### config.mk
export PLATFORM = sky130hd
export DESIGN_NAME = dmem_arbiter_flat
export DESIGN_NICKNAME = d
export VERILOG_FILES = /design/src/rtl/dmem_arbiter_if.sv /design/src/rtl/dmem_arbiter.sv /design/src/flat_wrapper.sv
export SDC_FILE = /design/constraint.sdc
export NUM_CORES = 1
export LEC_CHECK = 0
export ABC_AREA = 1
export CAP_MARGIN = 15
export CELL_PAD_IN_SITES_DETAIL_PLACEMENT = 0
export CELL_PAD_IN_SITES_GLOBAL_PLACEMENT = 2
export CORE_ASPECT_RATIO = 1.25
export CORE_MARGIN = 2
export CORE_UTILIZATION = 14
export CTS_BUF_LIST = sky130_fd_sc_hd__clkbuf_4 sky130_fd_sc_hd__clkbuf_8 sky130_fd_sc_hd__clkbuf_16
export CTS_CLUSTER_SIZE = 14
export DETAILED_ROUTE_END_ITERATION = 8
export GPL_ROUTABILITY_DRIVEN = 0
export PLACE_DENSITY_LB_ADDON = 0.08
export SETUP_SLACK_MARGIN = 0.2
export SLEW_MARGIN = 20
export SYNTH_ARGS = -nofsm -noshare
export SYNTH_HDL_FRONTEND = slang
export SYNTH_SLANG_ARGS = --single-unit
export TNS_END_PERCENT = 20
### constraint.sdc
create_clock -name clk -period 1.4 [get_ports clk]
set_input_delay 0.28 -clock clk [delete_from_list [all_inputs] [get_ports clk]]
set_output_delay 0.28 -clock clk [all_outputs]
set_load 0.1 [all_outputs]
### src/rtl/dmem_arbiter_if.sv
// Bus bundle between the two data-memory requesters, the arbiter and the memory.
// The slave view is the arbiter's; the master view is the requesters' and the memory's.
interface dmem_arbiter_if #(
  parameter int ADDR_W = 32,
  parameter int DATA_W = 32
);
  logic              p0_req, p0_we, p0_lock, p0_ack, p0_stall;
  logic [ADDR_W-1:0] p0_addr;
  logic [DATA_W-1:0] p0_wdata, p0_rdata;
  logic              p1_req, p1_we, p1_lock, p1_ack, p1_stall;
  logic [ADDR_W-1:0] p1_addr;
  logic [DATA_W-1:0] p1_wdata, p1_rdata;
  logic [ADDR_W-1:0] mem_addr;
  logic [DATA_W-1:0] mem_wdata, mem_rdata;
  logic              mem_read, mem_write;

  modport slave (
    input  p0_req, p0_we, p0_lock, p0_addr, p0_wdata,
    output p0_rdata, p0_ack, p0_stall,
    input  p1_req, p1_we, p1_lock, p1_addr, p1_wdata,
    output p1_rdata, p1_ack, p1_stall,
    output mem_addr, mem_wdata, mem_read, mem_write,
    input  mem_rdata
  );

  modport master (
    output p0_req, p0_we, p0_lock, p0_addr, p0_wdata,
    input  p0_rdata, p0_ack, p0_stall,
    output p1_req, p1_we, p1_lock, p1_addr, p1_wdata,
    input  p1_rdata, p1_ack, p1_stall,
    input  mem_addr, mem_wdata, mem_read, mem_write,
    output mem_rdata
  );
endinterface

### src/rtl/dmem_arbiter.sv
// Round-robin arbiter sharing one single-ported data memory between the CPU
// load/store port (0) and the loader port (1), with a bounded per-port lock.
module dmem_arb_port #(
  parameter int DATA_W = 32
) (
  input  logic              clk,
  input  logic              reset,
  input  logic              hit,
  input  logic              we,
  input  logic              req,
  input  logic [DATA_W-1:0] mem_rdata,
  output logic              ack,
  output logic [DATA_W-1:0] rdata,
  output logic              stall
);
  always_ff @(posedge clk or negedge reset) begin
    if (!reset) begin
      ack   <= 1'b0;
      rdata <= '0;
    end else begin
      ack <= hit;
      if (hit && !we) rdata <= mem_rdata;
    end
  end

  assign stall = req & ~ack;
endmodule

module dmem_arbiter #(
  parameter int ADDR_W    = 32,
  parameter int DATA_W    = 32,
  parameter int MAX_BURST = 4
) (
  input logic           clk,
  input logic           reset,
  dmem_arbiter_if.slave bus
);
  localparam int BW = $clog2(MAX_BURST) + 1;
  localparam logic [BW-1:0] BURST_LAST = BW'(MAX_BURST - 1);

  typedef enum logic [1:0] {IDLE, GNT, RSP} state_t;

  state_t                   state, state_nxt;
  logic                     g, g_nxt, last, last_nxt, pick;
  logic [BW-1:0]            burst_cnt, burst_nxt;
  logic [1:0]               req, we, lock, hit, ack, stall;
  logic [1:0][ADDR_W-1:0]   addr;
  logic [1:0][DATA_W-1:0]   wdata, rdata;

  assign req   = {bus.p1_req,   bus.p0_req};
  assign we    = {bus.p1_we,    bus.p0_we};
  assign lock  = {bus.p1_lock,  bus.p0_lock};
  assign addr  = {bus.p1_addr,  bus.p0_addr};
  assign wdata = {bus.p1_wdata, bus.p0_wdata};

  // On a tie the port not served last wins; otherwise the lone requester.
  assign pick = (req[0] & req[1]) ? ~last : req[1];

  always_ff @(posedge clk or negedge reset) begin
    if (!reset) begin
      state     <= IDLE;
      g         <= 1'b0;
      last      <= 1'b1;
      burst_cnt <= '0;
    end else begin
      state     <= state_nxt;
      g         <= g_nxt;
      last      <= last_nxt;
      burst_cnt <= burst_nxt;
    end
  end

  always_comb begin
    state_nxt = state;
    g_nxt     = g;
    last_nxt  = last;
    burst_nxt = burst_cnt;
    unique case (state)
      IDLE: if (|req) begin
        state_nxt = GNT;
        g_nxt     = pick;
        burst_nxt = '0;
      end
      GNT: begin
        state_nxt = RSP;
        last_nxt  = g;
      end
      RSP: begin
        if (req[g] && lock[g] && (burst_cnt < BURST_LAST)) begin
          state_nxt = GNT;
          burst_nxt = burst_cnt + BW'(1);
        end else if (|req) begin
          state_nxt = GNT;
          g_nxt     = pick;
          burst_nxt = '0;
        end else begin
          state_nxt = IDLE;
        end
      end
      default: state_nxt = IDLE;
    endcase
  end

  always_comb begin
    bus.mem_addr  = addr[0];
    bus.mem_wdata = wdata[0];
    bus.mem_read  = 1'b0;
    bus.mem_write = 1'b0;
    if (state == GNT) begin
      bus.mem_addr  = addr[g];
      bus.mem_wdata = wdata[g];
      bus.mem_read  = ~we[g];
      bus.mem_write = we[g];
    end
  end

  for (genvar i = 0; i < 2; i++) begin : g_port
    assign hit[i] = (state == GNT) && (g == 1'(i));
    dmem_arb_port #(.DATA_W(DATA_W)) u_port (
      .clk       (clk),
      .reset     (reset),
      .hit       (hit[i]),
      .we        (we[i]),
      .req       (req[i]),
      .mem_rdata (bus.mem_rdata),
      .ack       (ack[i]),
      .rdata     (rdata[i]),
      .stall     (stall[i])
    );
  end

  assign bus.p0_ack   = ack[0];
  assign bus.p1_ack   = ack[1];
  assign bus.p0_rdata = rdata[0];
  assign bus.p1_rdata = rdata[1];
  assign bus.p0_stall = stall[0];
  assign bus.p1_stall = stall[1];
endmodule

### src/flat_wrapper.sv
// flat-port wrapper written by rule: the top's interface ports become plain ports
module dmem_arbiter_flat 
#(
  parameter int ADDR_W    = 32,
  parameter int DATA_W    = 32,
  parameter int MAX_BURST = 4
)
  (clk, reset, bus_p0_req, bus_p0_we, bus_p0_lock, bus_p0_addr, bus_p0_wdata, bus_p0_rdata, bus_p0_ack, bus_p0_stall, bus_p1_req, bus_p1_we, bus_p1_lock, bus_p1_addr, bus_p1_wdata, bus_p1_rdata, bus_p1_ack, bus_p1_stall, bus_mem_addr, bus_mem_wdata, bus_mem_read, bus_mem_write, bus_mem_rdata);
  dmem_arbiter_if #(.ADDR_W(ADDR_W), .DATA_W(DATA_W)) bus_i ();
  input logic clk;
  input logic reset;
  input wire logic [$bits(bus_i.p0_req)-1:0] bus_p0_req;
  input wire logic [$bits(bus_i.p0_we)-1:0] bus_p0_we;
  input wire logic [$bits(bus_i.p0_lock)-1:0] bus_p0_lock;
  input wire logic [$bits(bus_i.p0_addr)-1:0] bus_p0_addr;
  input wire logic [$bits(bus_i.p0_wdata)-1:0] bus_p0_wdata;
  output wire logic [$bits(bus_i.p0_rdata)-1:0] bus_p0_rdata;
  output wire logic [$bits(bus_i.p0_ack)-1:0] bus_p0_ack;
  output wire logic [$bits(bus_i.p0_stall)-1:0] bus_p0_stall;
  input wire logic [$bits(bus_i.p1_req)-1:0] bus_p1_req;
  input wire logic [$bits(bus_i.p1_we)-1:0] bus_p1_we;
  input wire logic [$bits(bus_i.p1_lock)-1:0] bus_p1_lock;
  input wire logic [$bits(bus_i.p1_addr)-1:0] bus_p1_addr;
  input wire logic [$bits(bus_i.p1_wdata)-1:0] bus_p1_wdata;
  output wire logic [$bits(bus_i.p1_rdata)-1:0] bus_p1_rdata;
  output wire logic [$bits(bus_i.p1_ack)-1:0] bus_p1_ack;
  output wire logic [$bits(bus_i.p1_stall)-1:0] bus_p1_stall;
  output wire logic [$bits(bus_i.mem_addr)-1:0] bus_mem_addr;
  output wire logic [$bits(bus_i.mem_wdata)-1:0] bus_mem_wdata;
  output wire logic [$bits(bus_i.mem_read)-1:0] bus_mem_read;
  output wire logic [$bits(bus_i.mem_write)-1:0] bus_mem_write;
  input wire logic [$bits(bus_i.mem_rdata)-1:0] bus_mem_rdata;
  assign bus_i.p0_req = bus_p0_req;
  assign bus_i.p0_we = bus_p0_we;
  assign bus_i.p0_lock = bus_p0_lock;
  assign bus_i.p0_addr = bus_p0_addr;
  assign bus_i.p0_wdata = bus_p0_wdata;
  assign bus_p0_rdata = bus_i.p0_rdata;
  assign bus_p0_ack = bus_i.p0_ack;
  assign bus_p0_stall = bus_i.p0_stall;
  assign bus_i.p1_req = bus_p1_req;
  assign bus_i.p1_we = bus_p1_we;
  assign bus_i.p1_lock = bus_p1_lock;
  assign bus_i.p1_addr = bus_p1_addr;
  assign bus_i.p1_wdata = bus_p1_wdata;
  assign bus_p1_rdata = bus_i.p1_rdata;
  assign bus_p1_ack = bus_i.p1_ack;
  assign bus_p1_stall = bus_i.p1_stall;
  assign bus_mem_addr = bus_i.mem_addr;
  assign bus_mem_wdata = bus_i.mem_wdata;
  assign bus_mem_read = bus_i.mem_read;
  assign bus_mem_write = bus_i.mem_write;
  assign bus_i.mem_rdata = bus_mem_rdata;
  dmem_arbiter #(.ADDR_W(ADDR_W), .DATA_W(DATA_W), .MAX_BURST(MAX_BURST)) u_core (.clk(clk), .reset(reset), .bus(bus_i));
endmodule
After elaboration in Yosys (flattened, before gate mapping)

Cells that the tools add are included.
W data, S select, Z words.

Input bits: 168
Register bits after elaboration: 73
Logic and storage cells: 60
Output and inout bits: 134

Bitwise logic cells: 8
Add/sub/neg operators: 1
Multiplexer cells: 25
$lt $le $gt $ge: 2
Equality and inequality tests: 4
Reductions and logical operators: 12

Operators with widths:

| operator              | number |
|---|---|
| $mux W32              | 6 |
| $mux W1               | 12 |
| $logic_and A1 B1 Y1   | 6 |
| $mux W3               | 2 |
| $pmux W2 S3           | 1 |
| $pmux W3 S2           | 1 |
| $not A1 Y1            | 5 |
| $mux W2               | 2 |
| $add A3 B1 Y3 const B | 1 |
| $and A1 B1 Y1         | 3 |
| $lt A3 B2 Y1 const B  | 1 |
| $eq A2 B1 Y1 const B  | 1 |
| $eq A2 B2 Y1 const B  | 1 |
| $logic_not A1 Y1      | 2 |
| $logic_not A2 Y1      | 1 |
| $lt A1 B2 Y1 const B  | 1 |
| $ne A2 B1 Y1 const B  | 1 |
| $ne A2 B2 Y1 const B  | 1 |
| $pmux W1 S2           | 1 |
| $reduce_and A2 Y1     | 1 |
| $reduce_bool A2 Y1    | 1 |
| $reduce_or A2 Y1      | 1 |

Logic depth before layout (Yosys ltp)

Gate-level depths: netlist of run 1.

Word-level depth: 6
Depth in mapped cells: 9
Depth with buffers taken out: 7

Cells and area by module

From an unflattened synthesis of run 1, not the netlist that was laid out.

Cell total of the unflattened synthesis: 540
Area total of the unflattened synthesis: 3996.3 µm²

By module, submodules not included:

| module        | instances | area each (µm²) | sequential area each (µm²) | cells an instance |
|---|---|---|---|---|
| dmem_arb_port | 2         | 1402.6          | 825.8                      | 143 |
| dmem_arbiter  | 1         | 1191.1          | 176.4                      | 254 |

Worst setup path after synthesis of run 1

Ideal clock, no wire load.

Path kind: register -> output
From: register u_core.state[1]
To: output port bus_mem_write
Path slack: -1.708 ns
Stages on the path, launching flop included: 4
Required time: 1.120 ns
Data arrival time: 2.828 ns
Buffers on the path: 0
Path through: dfrtp_1 nor2_4 inv_2 a211oi_1

Longest elaborated chain between the ends: 2

RTL lines:

| what                   | RTL line            | text |
|---|---|---|
| from (decl)            | dmem_arbiter.sv:43  | `state_t state, state_nxt;` |
| from (signal assigned) | dmem_arbiter.sv:66  | `state <= state_nxt;` |
| $eq A2 B1 Y1           | dmem_arbiter.sv:109 | `if (state == GNT) begin` |
| $mux W1                | dmem_arbiter.sv:109 |  |
| to (decl)              | flat_wrapper.sv:31  | `output wire logic [$bits(bus_i.mem_write)-1:0] bus_mem_write;` |

Every way passes these cells.

Final worst setup path of run 1

From: register u_core.state[1]
To: output port bus_mem_wdata[6]

Longest elaborated chain between the ends: 2

RTL lines:

| what         | RTL line            | text |
|---|---|---|
| $eq A2 B1 Y1 | dmem_arbiter.sv:109 |  |
| $mux W32     | dmem_arbiter.sv:109 |  |
| to (decl)    | flat_wrapper.sv:29  | `output wire logic [$bits(bus_i.mem_wdata)-1:0] bus_mem_wdata;` |

Every way passes these cells.

==> results of run 1 <==
worst max-delay path, delay by kind of cell (launching register included):
| family | cells | cell delay, ns |
|---|---|---|
| flops | 1 | 0.41 |
| simple gates | 4 | 0.43 |
| buf+inv | 5 | 0.62 |
kinds of logic (layout without fill, tap and decap cells):
family          after synthesis  after routing  share of synthesized area [%]
other cells                   0              2                              0
simple gates                283            283                           29.5
compound gates               69             69                           11.7
flops                        73             73                           49.3
buf+inv                      69            396                           9.14
fa+ha+maj                     1              1                          0.337
per-stage QoR:
step / TNS, ns / hold slack [ns] / area, µm² / util [%] / setup WS [ns]
2_1_floorplan: -13.16 / -0.0156 / 4500 / - / -0.312
3_3_place_gp: -32.67 / 0.189 / 9350 / 36.0 / -0.397
3_5_place_dp: -34.57 / 0.193 / 9350 / 36.0 / -0.378
4_1_cts: -45.63 / 0.375 / 9880 / 38.0 / -0.693
5_1_grt: -50.72 / 0.394 / 9980 / 38.4 / -0.751
6_report: -41.41 / 0.376 / 9990 / 38.4 / -0.656
flip-flops by register name, summed over array words and instances, names as in the netlist:
signal	flops
u_core.state	2
u_core.g_port.u_port.ack	2
u_core.g_port.u_port.rdata	64
u_core.burst_cnt	3
u_core.last	1
u_core.g	1
worst min-delay path by stage:
stage	from	cells past startpoint	endpoint	slack, ns
after global routing	reset	2	u_core.g_port[1].u_port.rdata[14]$_DFFE_PN0P_	0.39
final	reset	2	u_core.g_port[1].u_port.rdata[14]$_DFFE_PN0P_	0.38
after global placement	reset	1	u_core.g_port[1].u_port.rdata[14]$_DFFE_PN0P_	0.19
after CTS	reset	2	u_core.g_port[1].u_port.rdata[14]$_DFFE_PN0P_	0.38
after detailed placement	reset	1	u_core.g_port[1].u_port.rdata[14]$_DFFE_PN0P_	0.19
after floorplan	reset	0	u_core.burst_cnt[0]$_DFFE_PN0P_	-0.02
power breakdown:
part           total, mW  internal, mW  switching [mW]
combinational       16.3          5.75            10.6
clock               2.40          1.45           0.950
sequential          4.01          3.01           0.994
total               22.7          10.2            12.5
synth_stat cells, types with 2 or more instances:
library cell	instances	area, µm²
nand2_1	267	1000
dfrtp_1	72	1800
inv_1	38	143
o21ai_0	34	170
o21ai_2	23	201
o21ai_1	9	45.0
clkbuf_1	8	30.0
buf_2	7	35.0
buf_6	7	78.8
nor2_1	7	26.3
nand3_1	6	30.0
buf_4	5	37.5
inv_2	4	15.0
a21oi_1	2	10.0
timing repair:
action | 4_1_cts | 5_1_grt
setup endpoints to repair | 200 | 202
pin swaps | 2 | 2
endpoints found under the hold margin | 20 | 0
hold buffers | 1 | 0
setup buffers | 6 | 0
resized for setup | 28 | 30
cloned | 2 | 0
final cells by class:
cell class,count,area (µm²)
fill,2604,16000
tap,340,425
sequential,73,1840
multi-input combinational,353,2420
antenna,2,5.00
inverter,42,160
timing repair buffer,338,4830
clock buffer,10,239
clock inverter,6,75.1
routing by layer:
layer | GRT usage [%] | share of wire [%] | up-vias
met5 | 0 | 0 | -
met4 | 3.28 | 1.0 | 0
met3 | 5.12 | 9.6 | 13
met2 | 25.4 | 56 | 203
met1 | 13.4 | 33 | 1945
li1 | - | - | 2150
==> impl.org, run 1 <==
** Timing
- Derived from the worst setup path, the maximum achievable clock frequency is 0.486 GHz.
- In this run the tightest slew margin relative to its limit is 74.9%.
- Final clock period utilization by the worst path :: 147%
- The count of final hold-check violations is 0.
- Setup repair after global routing could not meet its margin everywhere.
- Worst Tran Pin Value :: 0.377 ns
- The routed design could run at a clock period as short as 2.06 ns.
- Post-Route Skew :: 0.00956 ns
- After layout, the worst setup slack is -0.656 ns.
- The total count of max-transition violations in the final report came to 0.
- Setup violations remaining at the end of the flow were counted as 100.

** Setup path
- The worst setup path is launched from a register.
- Cell count of the worst reg-to-reg path :: 9
- Endpoint of the lowest-slack register-to-register path :: u_core.g_port[1].u_port.rdata[0]$_DFFE_PN0P_
- Worst setup path category :: register to primary output
- STA puts the critical path data required time at 1.12 ns.
- Critical register-to-register path startpoint :: u_core.state[1]$_DFFE_PN0P_
- The most critical setup path has its endpoint at bus_mem_wdata[6].
- CP endpoint kind :: primary output
- Data arrival time of the critical path :: 1.78 ns
- Largest fanout on the critical path :: 12
- Crit path from :: u_core.state[1]$_DFFE_PN0P_
- The critical path goes through nor2_4 > inv_4 > nor2_8 > buf_12 > buf_4 > buf_12 > nand2_1 > nand2_4 > buf_12.
- The most numerous cell type found on the critical path is buf_12.
- On the worst path, the slowest cell contributes a delay of 0.41 ns.
- The slowest stage of the critical path belongs to the cell dfrtp_1.
- Across all register-to-register paths, the minimum setup slack is -0.12 ns.

** Clocking
- Root Driver :: clkbuf_16
- Clock tree from TritonCTS :: built
- The H-tree was split into 3 levels.
- Clock-pin slew was measured on the worst setup and hold paths at 0.06 ns.
- The clock reaches the later pin of the worst-skew pair after 0.33 ns.
- For this design, the sink count on the clock tree is 73.
- TritonCTS created 9 clock buffers.
- Maximum root-to-sink buffer count :: 2

** Synthesis
- During synthesis, Yosys emitted a total of 0 warnings.
- Most used DFF post-synth :: dfrtp_1
- Async set or reset register ratio after synthesis :: 100%
- Synthesis-stage register bit count :: 73
- Sequential fraction of the synthesis area :: 49.3%
- Synth unique cells :: 20
- Syn Inst Count :: 495
- The number of nets handed over by synthesis was 664.
- Dividing the synthesized area by the synthesized cell count gives 7.49 µm².
- Summing every instance area after synthesis gives 3710 µm².
- Counting flops with a built-in enable in the synthesized netlist gives 0.

** Floorplanning
- Standard-cell row count :: 66
- During I/O placement, the number of pins put on the boundary was 302.
- Initial Util :: 14.3%
- Measured along the x axis, the die boundary spans 150 µm.
- The die covers 27800 µm².
- The floorplan step defined a core boundary enclosing 26000 µm².
- In this run the vertical extent of the chip is 186 µm.

** Final layout
- At the end of the flow, the number of nets in the layout was 986.
- Leaving out fill and tap cells, the most frequent cell in the layout is clkdlybuf4s50_1.
- Synthesis-to-layout area growth :: 169%
- The top cell types in the final layout, fill and taps aside, are clkdlybuf4s50_1, nand2_1, buf_12.
- For this run, the number of standard cells in the final layout without fillers is 1164.
- The post-route netlist has 41.5% of its cells at a drive strength greater than 1.

** Run status
- Violated checks :: negative setup slack
- Run status :: complete, but fails checks

** Global route
- Antenna violations before repair :: 2
- Summed over all layers, the global routing overflow is 0.
- Global routing used 13.3% of the available tracks.
- Global-route wire length before repair :: 27500 µm
- Vias in the first global route :: 4667
- Maximum number of pins on one net before global-route repair :: 43

** Place
- Counting tap cells, the placed design contains a total of 1137 instances.
- Port buffering added 301 buffers.
- Once detailed placement completed, the half-perimeter wirelength came to 15800 µm.

** Route
- The final layout contains routed wiring with a total length of 18400 µm.
- Violation count after the first detailed-route iteration :: 132
- After detailed routing, the average wire length per cell comes to 15.8 µm.
- The routed layout has 4311 vias.
- Dividing the detail-routed via count by the number of cells gives 3.70.
- The first TritonRoute pass finished after 4 iterations.
- For this run, design rule violations remaining after detail routing come to 0.
- Post-DRT Antenna Nets :: 0

** Power and ir drop
- The completed layout was analyzed and its total power is 22.7 mW.
- Summed over all cells, the static leakage comes to 4.58 nW.
- The worst-case IR drop observed on VDD is 716 µV.
- PwrDens :: 2280 nW/µm²

** Min path
- Worst min-delay path category :: input port to async pin

** Flow run
- Max-cap violations in this run came to 0.
Power figures use the tool's default switching activity.
==> run 2, diff against run 1 <==
- SKIP_LAST_GASP: default -> 1
==> run 2 against run 1 <==
Compared with the run above:
- critical path depth is the same
- power shrank 0.50%
- first-iteration DRC count grew 4.5%
- sequential cell count is the same
- sequential share of layout area grew 0.31 points
- register-to-register slack lost 0.05 ns
- the flow still finishes with violations (negative setup slack)
- maximum frequency grew 0.14%
- global-route usage is essentially flat
- highest routed layer unchanged
==> impl.org, run 2 (synthesis gave the netlist of run 1 again) <==
** Clocking
- Clock-pin transition on the worst setup and hold timing paths :: 0.06 ns
- Clock latency at the later pin of the worst-skew pair :: 0.33 ns
- Maximum root-to-sink buffer count :: 2
- The H-tree generated during clock tree synthesis spans 3 levels.
- TritonCTS created 9 clock buffers.
- Clock sink count :: 73
- Clock tree from TritonCTS :: built
- Root Driver :: clkbuf_16

** Timing
- Peak Freq :: 0.487 GHz
- The total count of max-transition violations in the final report came to 0.
- Number of failing setup endpoints in the final timing report :: 115
- Slack of the critical path :: -0.653 ns
- Setup Total Neg Slack :: -43.50 ns
- Dividing the final minimum period by the clock period gives 147%.
- Setup repair after global routing could not meet its margin everywhere.
- Worst Tran Pin Value :: 0.377 ns
- Post-Route Skew :: 0.00955 ns
- Hold violation count in the final report :: 0
- Worst slew margin :: 74.9%
- Final period demand of the worst path :: 2.05 ns

** Final layout
- The largest registers in the layout are u_core.g_port.u_port.rdata (64), u_core.burst_cnt (3).
- For this run, the post-layout net count is 986.
- Ranked by flip-flop count, first place goes to u_core.g_port.u_port.rdata.
- Finished layout cell area :: 9820 µm²
- Cells fill 37.8% of the core in the end.
- Max FFs per register :: 64
- Cells with a size suffix above 1 make up 39.8% of the layout.
- Commonest non-fill, non-tap cell in the layout :: clkdlybuf4s50_1
- In the layout the commonest cells are clkdlybuf4s50_1, nand2_1, buf_12.
- After the flow finishes, the layout carries non-filler instances totaling 1164.
- Relative to the synthesized area, the layout overhead comes to 165%.

** Setup path
- STA classifies the critical path endpoint as a primary output.
- STA classifies the critical path startpoint as a register.
- By startpoint and endpoint, the worst setup path is classified as register to primary output.
- STA puts the critical path data arrival time at 1.77 ns.
- STA puts the critical path data required time at 1.12 ns.
- In this run the worst path has a maximum fanout of 12.

** Power and ir drop
- The internal portion of the total power is 10.2 mW.
- Combinational logic is responsible for 71.7% of the overall power.
- Across the VDD grid, the largest voltage drop is 716 µV.
- Power spread over the standard cell area amounts to 2300 nW/µm².
- Static Leakage :: 4.48 nW
- In this run, the clock network consumes 10.6% of the power.
- Summed over all nets, the switching power comes to 12.5 mW.
- Sequential cells account for 17.7% of the total power.
- Switching part of the total :: 55.1%

** Global route
- Global-route wire length before repair :: 27500 µm
- For this run, the total global-route usage over all layers was measured as 13.3%.
- The number of antenna violations at the first check in global routing came to 2.
- Entering global routing, the biggest net connects 43 pins.
- Grt total ovfl :: 0
- The via count of the first global-routing pass came to 4651.

** Floorplanning
- The die is 150 µm wide.
- Standard-cell row count :: 66
- Chip Height :: 186 µm
- The die covers 27800 µm².
- Initial Util :: 14.3%
- For this design the top-level I/O count stands at 302.
- After floorplanning, the core was sized to cover 26000 µm².

** Route
- Violation count after the first detailed-route iteration :: 138
- Routed len/inst :: 15.9 µm
- Detailed routing inserted a total of 4288 vias.
- The pre-antenna-repair detailed-routing pass consisted of 4 iterations.
- For this run, design rule violations remaining after detail routing come to 0.
- Detailed-route vias per instance :: 3.68
- Once detail routing completed, the nets flagged for antenna violations numbered 0.
- Total Routed Length :: 18500 µm

** Run status
- Run status :: complete, but fails checks
- The final reports fail on negative setup slack.

** Place
- Port Buffer Count :: 301
- In this run the cell area measured after placement is 9350 µm².
- HPWL Detailed :: 15800 µm
- Post-placement cell count :: 1137

** Flow run
- The tool flagged a number of max-cap violations equal to 0.

** Min path
- The path class of the tightest hold or removal check is input port to async pin.
## run 2: area by class of cell
type | count | area [µm²]
Inverter | 42 | 160
Fill cell | 2610 | 16200
Timing Repair Buffer | 338 | 4760
Tap cell | 340 | 425
Clock inverter | 6 | 75.1
Sequential cell | 73 | 1840
Antenna cell | 2 | 5.00
Clock buffer | 10 | 239
Multi-Input combinational cell | 353 | 2320
## run 2: through the flow
| step | power, mW | hold WS (ns) | worst slack (ns) |
|---|---|---|---|
| 4_1_cts | 22.9 | 0.375 | -0.693 |
| 6_report | 22.6 | 0.374 | -0.653 |
| 3_3_place_gp | 20.3 | 0.189 | -0.397 |
| 3_5_place_dp | 20.3 | 0.193 | -0.378 |
| 2_1_floorplan | 13.6 | -0.0156 | -0.312 |
| 5_1_grt | 23.5 | 0.394 | -0.755 |
## run 2: critical path: stages (launching register included)
cell     delay [ns]
dfrtp_1        0.40
nor2_4         0.14
inv_4          0.06
nor2_8         0.11
buf_12         0.14
buf_4          0.12
buf_12         0.12
nand2_1        0.09
nand2_4        0.09
buf_12         0.17
## run 2: final timing paths
| kind | startpoint | endpoint | slack [ns] | cells past startpoint |
|---|---|---|---|---|
| worst max-delay path | u_core.state[1]$_DFFE_PN0P_ | bus_mem_wdata[6] | -0.65 | 9 |
| max in group asynchronous | reset | u_core.last$_DFFE_PN1P_ | 0.48 | 3 |
| worst max register to register | u_core.state[0]$_DFFE_PN0P_ | u_core.g_port[1].u_port.rdata[25]$_DFFE_PN0P_ | -0.17 | 10 |
| min in group clk | bus_mem_rdata[27] | u_core.g_port[1].u_port.rdata[27]$_DFFE_PN0P_ | 0.51 | 3 |
| worst min register to register | u_core.last$_DFFE_PN1P_ | u_core.last$_DFFE_PN1P_ | 0.53 | 2 |
| worst min-delay path | reset | u_core.g_port[1].u_port.rdata[14]$_DFFE_PN0P_ | 0.37 | 2 |
## run 2: power groups by stage
stage	registers [mW]	logic, mW	clock network, mW
floorplan	9.81	3.82	0
global placement	4.03	16.2	0
detailed placement	4.05	16.3	0
CTS	4.03	16.4	2.53
global route	4.12	16.8	2.60
finish	4.00	16.2	2.40
## run 2: timing repair
| item | in CTS | in global routing |
|---|---|---|
| setup endpoints to repair | 200 | 202 |
| gates resized for setup | 6 | 4 |
| hold endpoints to repair | 20 | 0 |
| setup buffers | 6 | 0 |
| cloned | 2 | 0 |
| hold buffers | 1 | 0 |
## run 2: per-layer routing
metal	up-vias	global-route usage [%]	wire, µm
li1	2151	-	-
met1	1932	13.4	6130
met2	194	25.3	10400
met3	11	5.12	1760
met4	0	3.28	186
met5	-	0	0
==> run 3, diff against run 2 <==
- MAX_ROUTING_LAYER: default -> met4
==> run 3 against run 2 <==
Compared with the run above:
- the run still ends with negative setup slack left
- combinational power is essentially flat
- power about the same
- first-iteration DRC count fell by 0.72%
- routed wire length fell by 0.25%
- cell count unchanged
- critical path depth unchanged
- sequential share of layout area is the same
- global-route usage is 0.37 points higher
- clock-buffer cell count stayed put
- non-clock buffer count unchanged
- core utilization unchanged
- largest cell class unchanged
- highest routed layer unchanged
==> impl.org, run 3 (synthesis gave the netlist of run 1 again) <==
** Global route
- Global-route wire length before repair :: 27400 µm
- Grt total ovfl :: 0
- Maximum number of pins on one net before global-route repair :: 43
- Overall global routing resource usage :: 13.6%
- The number of antenna violations at the first check in global routing is 2.
- Vias in the first global route :: 4678

** Final layout
- Final cell count without fillers :: 1164
- Max FFs per register :: 64
- Number of nets in the finished design :: 986
- Fillcell total :: 2610
- Measured on the finished design, the core utilization comes to 37.8%.
- The finished cells cover 9820 µm².
- Synthesis-to-layout area growth :: 165%
- u_core.g_port.u_port.rdata holds more flip-flops than any other register.
- Share of layout cells above drive strength 1 :: 39.8%
- Commonest cells after routing, fill and taps aside :: clkdlybuf4s50_1, nand2_1, buf_12
- Regs by FF count :: u_core.g_port.u_port.rdata (64), u_core.burst_cnt (3)
- Leaving out fill and tap cells, the most frequent cell in the layout is clkdlybuf4s50_1.

** Setup path
- Critical register-to-register path startpoint :: u_core.state[0]$_DFFE_PN0P_
- Worst path most repeated cell :: buf_12
- Tracing the worst setup path back leads to its startpoint at u_core.state[1]$_DFFE_PN0P_.
- On the critical path, the stage with the largest delay is an instance of dfrtp_1.
- Cells along the critical path :: nor2_4 > inv_4 > nor2_8 > buf_12 > buf_4 > buf_12 > nand2_1 > nand2_4 > buf_12
- In this run the worst path has a maximum fanout of 12.
- In this design, the stage delay of the slowest critical-path cell is 0.40 ns.
- CP endpoint kind :: primary output
- Data arrival time of the critical path :: 1.77 ns
- Type of origin of the critical path :: register
- The worst register-to-register path has a depth of 10.
- Required arrival time at the worst endpoint :: 1.12 ns
- Logic depth of the worst path, buffers included :: 9
- Dominant delay contributor by cell family on the critical path :: buffers and inverters
- The number of buffers and inverters on the critical path is 5.
- The critical path is of the register to primary output type.

** Clocking
- Root Driver :: clkbuf_16
- CTS H-tree depth :: 3
- Clock-pin transition on the worst setup and hold timing paths :: 0.06 ns
- Total clock buffers created by CTS :: 9
- Clock latency at the later pin of the worst-skew pair :: 0.33 ns
- Clock sink count :: 73
- TritonCTS built the clock tree.
- Maximum root-to-sink buffer count :: 2

** Power and ir drop
- The worst-case IR drop observed on VDD is 716 µV.
- PwrDens :: 2300 nW/µm²
- Internal Pwr Total :: 10.2 mW
- Static Leakage :: 4.48 nW
- Final total power :: 22.6 mW
- Net switching is 55.1% of the power.
- The share of total power dissipated in sequential elements is 17.7%.
- The clock network is responsible for 10.6% of the overall power.
- Summed over all nets, the switching power comes to 12.5 mW.
- The share of total power dissipated in combinational logic is 71.7%.

** Run status
- Run status :: complete, but fails checks
- The checks that failed: negative setup slack.

** Place
- Port Buffer Count :: 301
- HPWL Detailed :: 15800 µm
- Placed cell areas :: 9350 µm²
- Counting tap cells, the placed design contains a total of 1137 instances.
- Worst setup slack before clock tree synthesis :: -0.378 ns

** Flow run
- The tool flagged a number of max-cap violations equal to 0.

** Timing
- Between clock sinks in the finished design, the worst skew comes to 0.00989 ns.
- At the pin with the least slew margin, the transition time is 0.377 ns.
- Setup repair after global routing could not meet its margin everywhere.
- Number of failing setup endpoints in the final timing report :: 114
- In this run the tightest slew margin relative to its limit is 74.9%.
- Fin Hold WS :: 0.375 ns
- Max-slew violations :: 0
- Hold violation count in the final report :: 0
- Of the available clock period, the critical path in the final layout requires 146%.
- After layout, the minimum clock period comes to 2.05 ns.
- Setup Total Neg Slack :: -43.29 ns
- Across all setup checks in the final design, the least slack found is -0.649 ns.
- Based on the critical path, the design can be clocked at up to 0.488 GHz.

** Floorplanning
- Initial Util :: 14.3%
- Measured along the y axis, the die boundary spans 186 µm.
- IO Pins :: 302
- Standard-cell row count :: 66
- After floorplanning, the core was sized to cover 26000 µm².
- Width of the die :: 150 µm
- The floorplan step defined a die boundary enclosing 27800 µm².

** Route
- Total via count in the routed design :: 4298
- Routed len/inst :: 15.8 µm
- Total Routed Length :: 18400 µm
- Final routed DRC violation total :: 0
- The first routing iteration left 137 violations.
- Post-DRT Antenna Nets :: 0
- Using the TritonRoute via totals, the vias-per-cell ratio works out to 3.69.
- Total iterations of the first detailed-routing run :: 4

** Min path
- Worst min-delay path category :: input port to async pin
## run 3: timing repair
| item | in CTS | in global routing |
|---|---|---|
| hold buffers | 1 | 0 |
| endpoints found under the setup margin | 200 | 202 |
| gates resized for setup | 6 | 4 |
| setup buffers | 6 | 0 |
| hold endpoints to repair | 20 | 0 |
| cloned | 2 | 0 |
## run 3: routing by layer
metal,track usage [%],up-vias,routed length (µm)
met5,-,-,0
met4,3.28,0,186
met3,4.29,13,1550
met2,25.4,199,10400
met1,13.8,1935,6280
li1,-,2151,-
## run 3: cell type report
cell class | count | area, µm² | share of cell area [%]
Sequential cell | 73 | 1840 | 18.7
Tap cell | 340 | 425 | 4.33
Clock buffer | 10 | 239 | 2.43
Antenna cell | 2 | 5.00 | 0.0510
Timing Repair Buffer | 338 | 4760 | 48.5
Clock inverter | 6 | 75.1 | 0.764
Inverter | 42 | 160 | 1.63
Multi-Input combinational cell | 353 | 2320 | 23.6
## run 3: power groups by stage
stage | clock [mW] | combinational, mW | sequential, mW
finish | 2.41 | 16.2 | 4.00
floorplan | 0 | 3.82 | 9.81
CTS | 2.53 | 16.4 | 4.03
global placement | 0 | 16.2 | 4.03
detailed placement | 0 | 16.3 | 4.05
global route | 2.60 | 16.7 | 4.12
## run 3: final timing paths
check / end / slack [ns]
setup / recovery: bus_mem_wdata[6] / -0.65
hold / removal: u_core.g_port[1].u_port.rdata[14]$_DFFE_PN0P_ / 0.38
setup reg to reg: u_core.g_port[1].u_port.rdata[21]$_DFFE_PN0P_ / -0.17
hold reg to reg: u_core.last$_DFFE_PN1P_ / 0.53
max in group asynchronous: u_core.last$_DFFE_PN1P_ / 0.48
min in group clk: u_core.g_port[1].u_port.rdata[15]$_DFFE_PN0P_ / 0.51
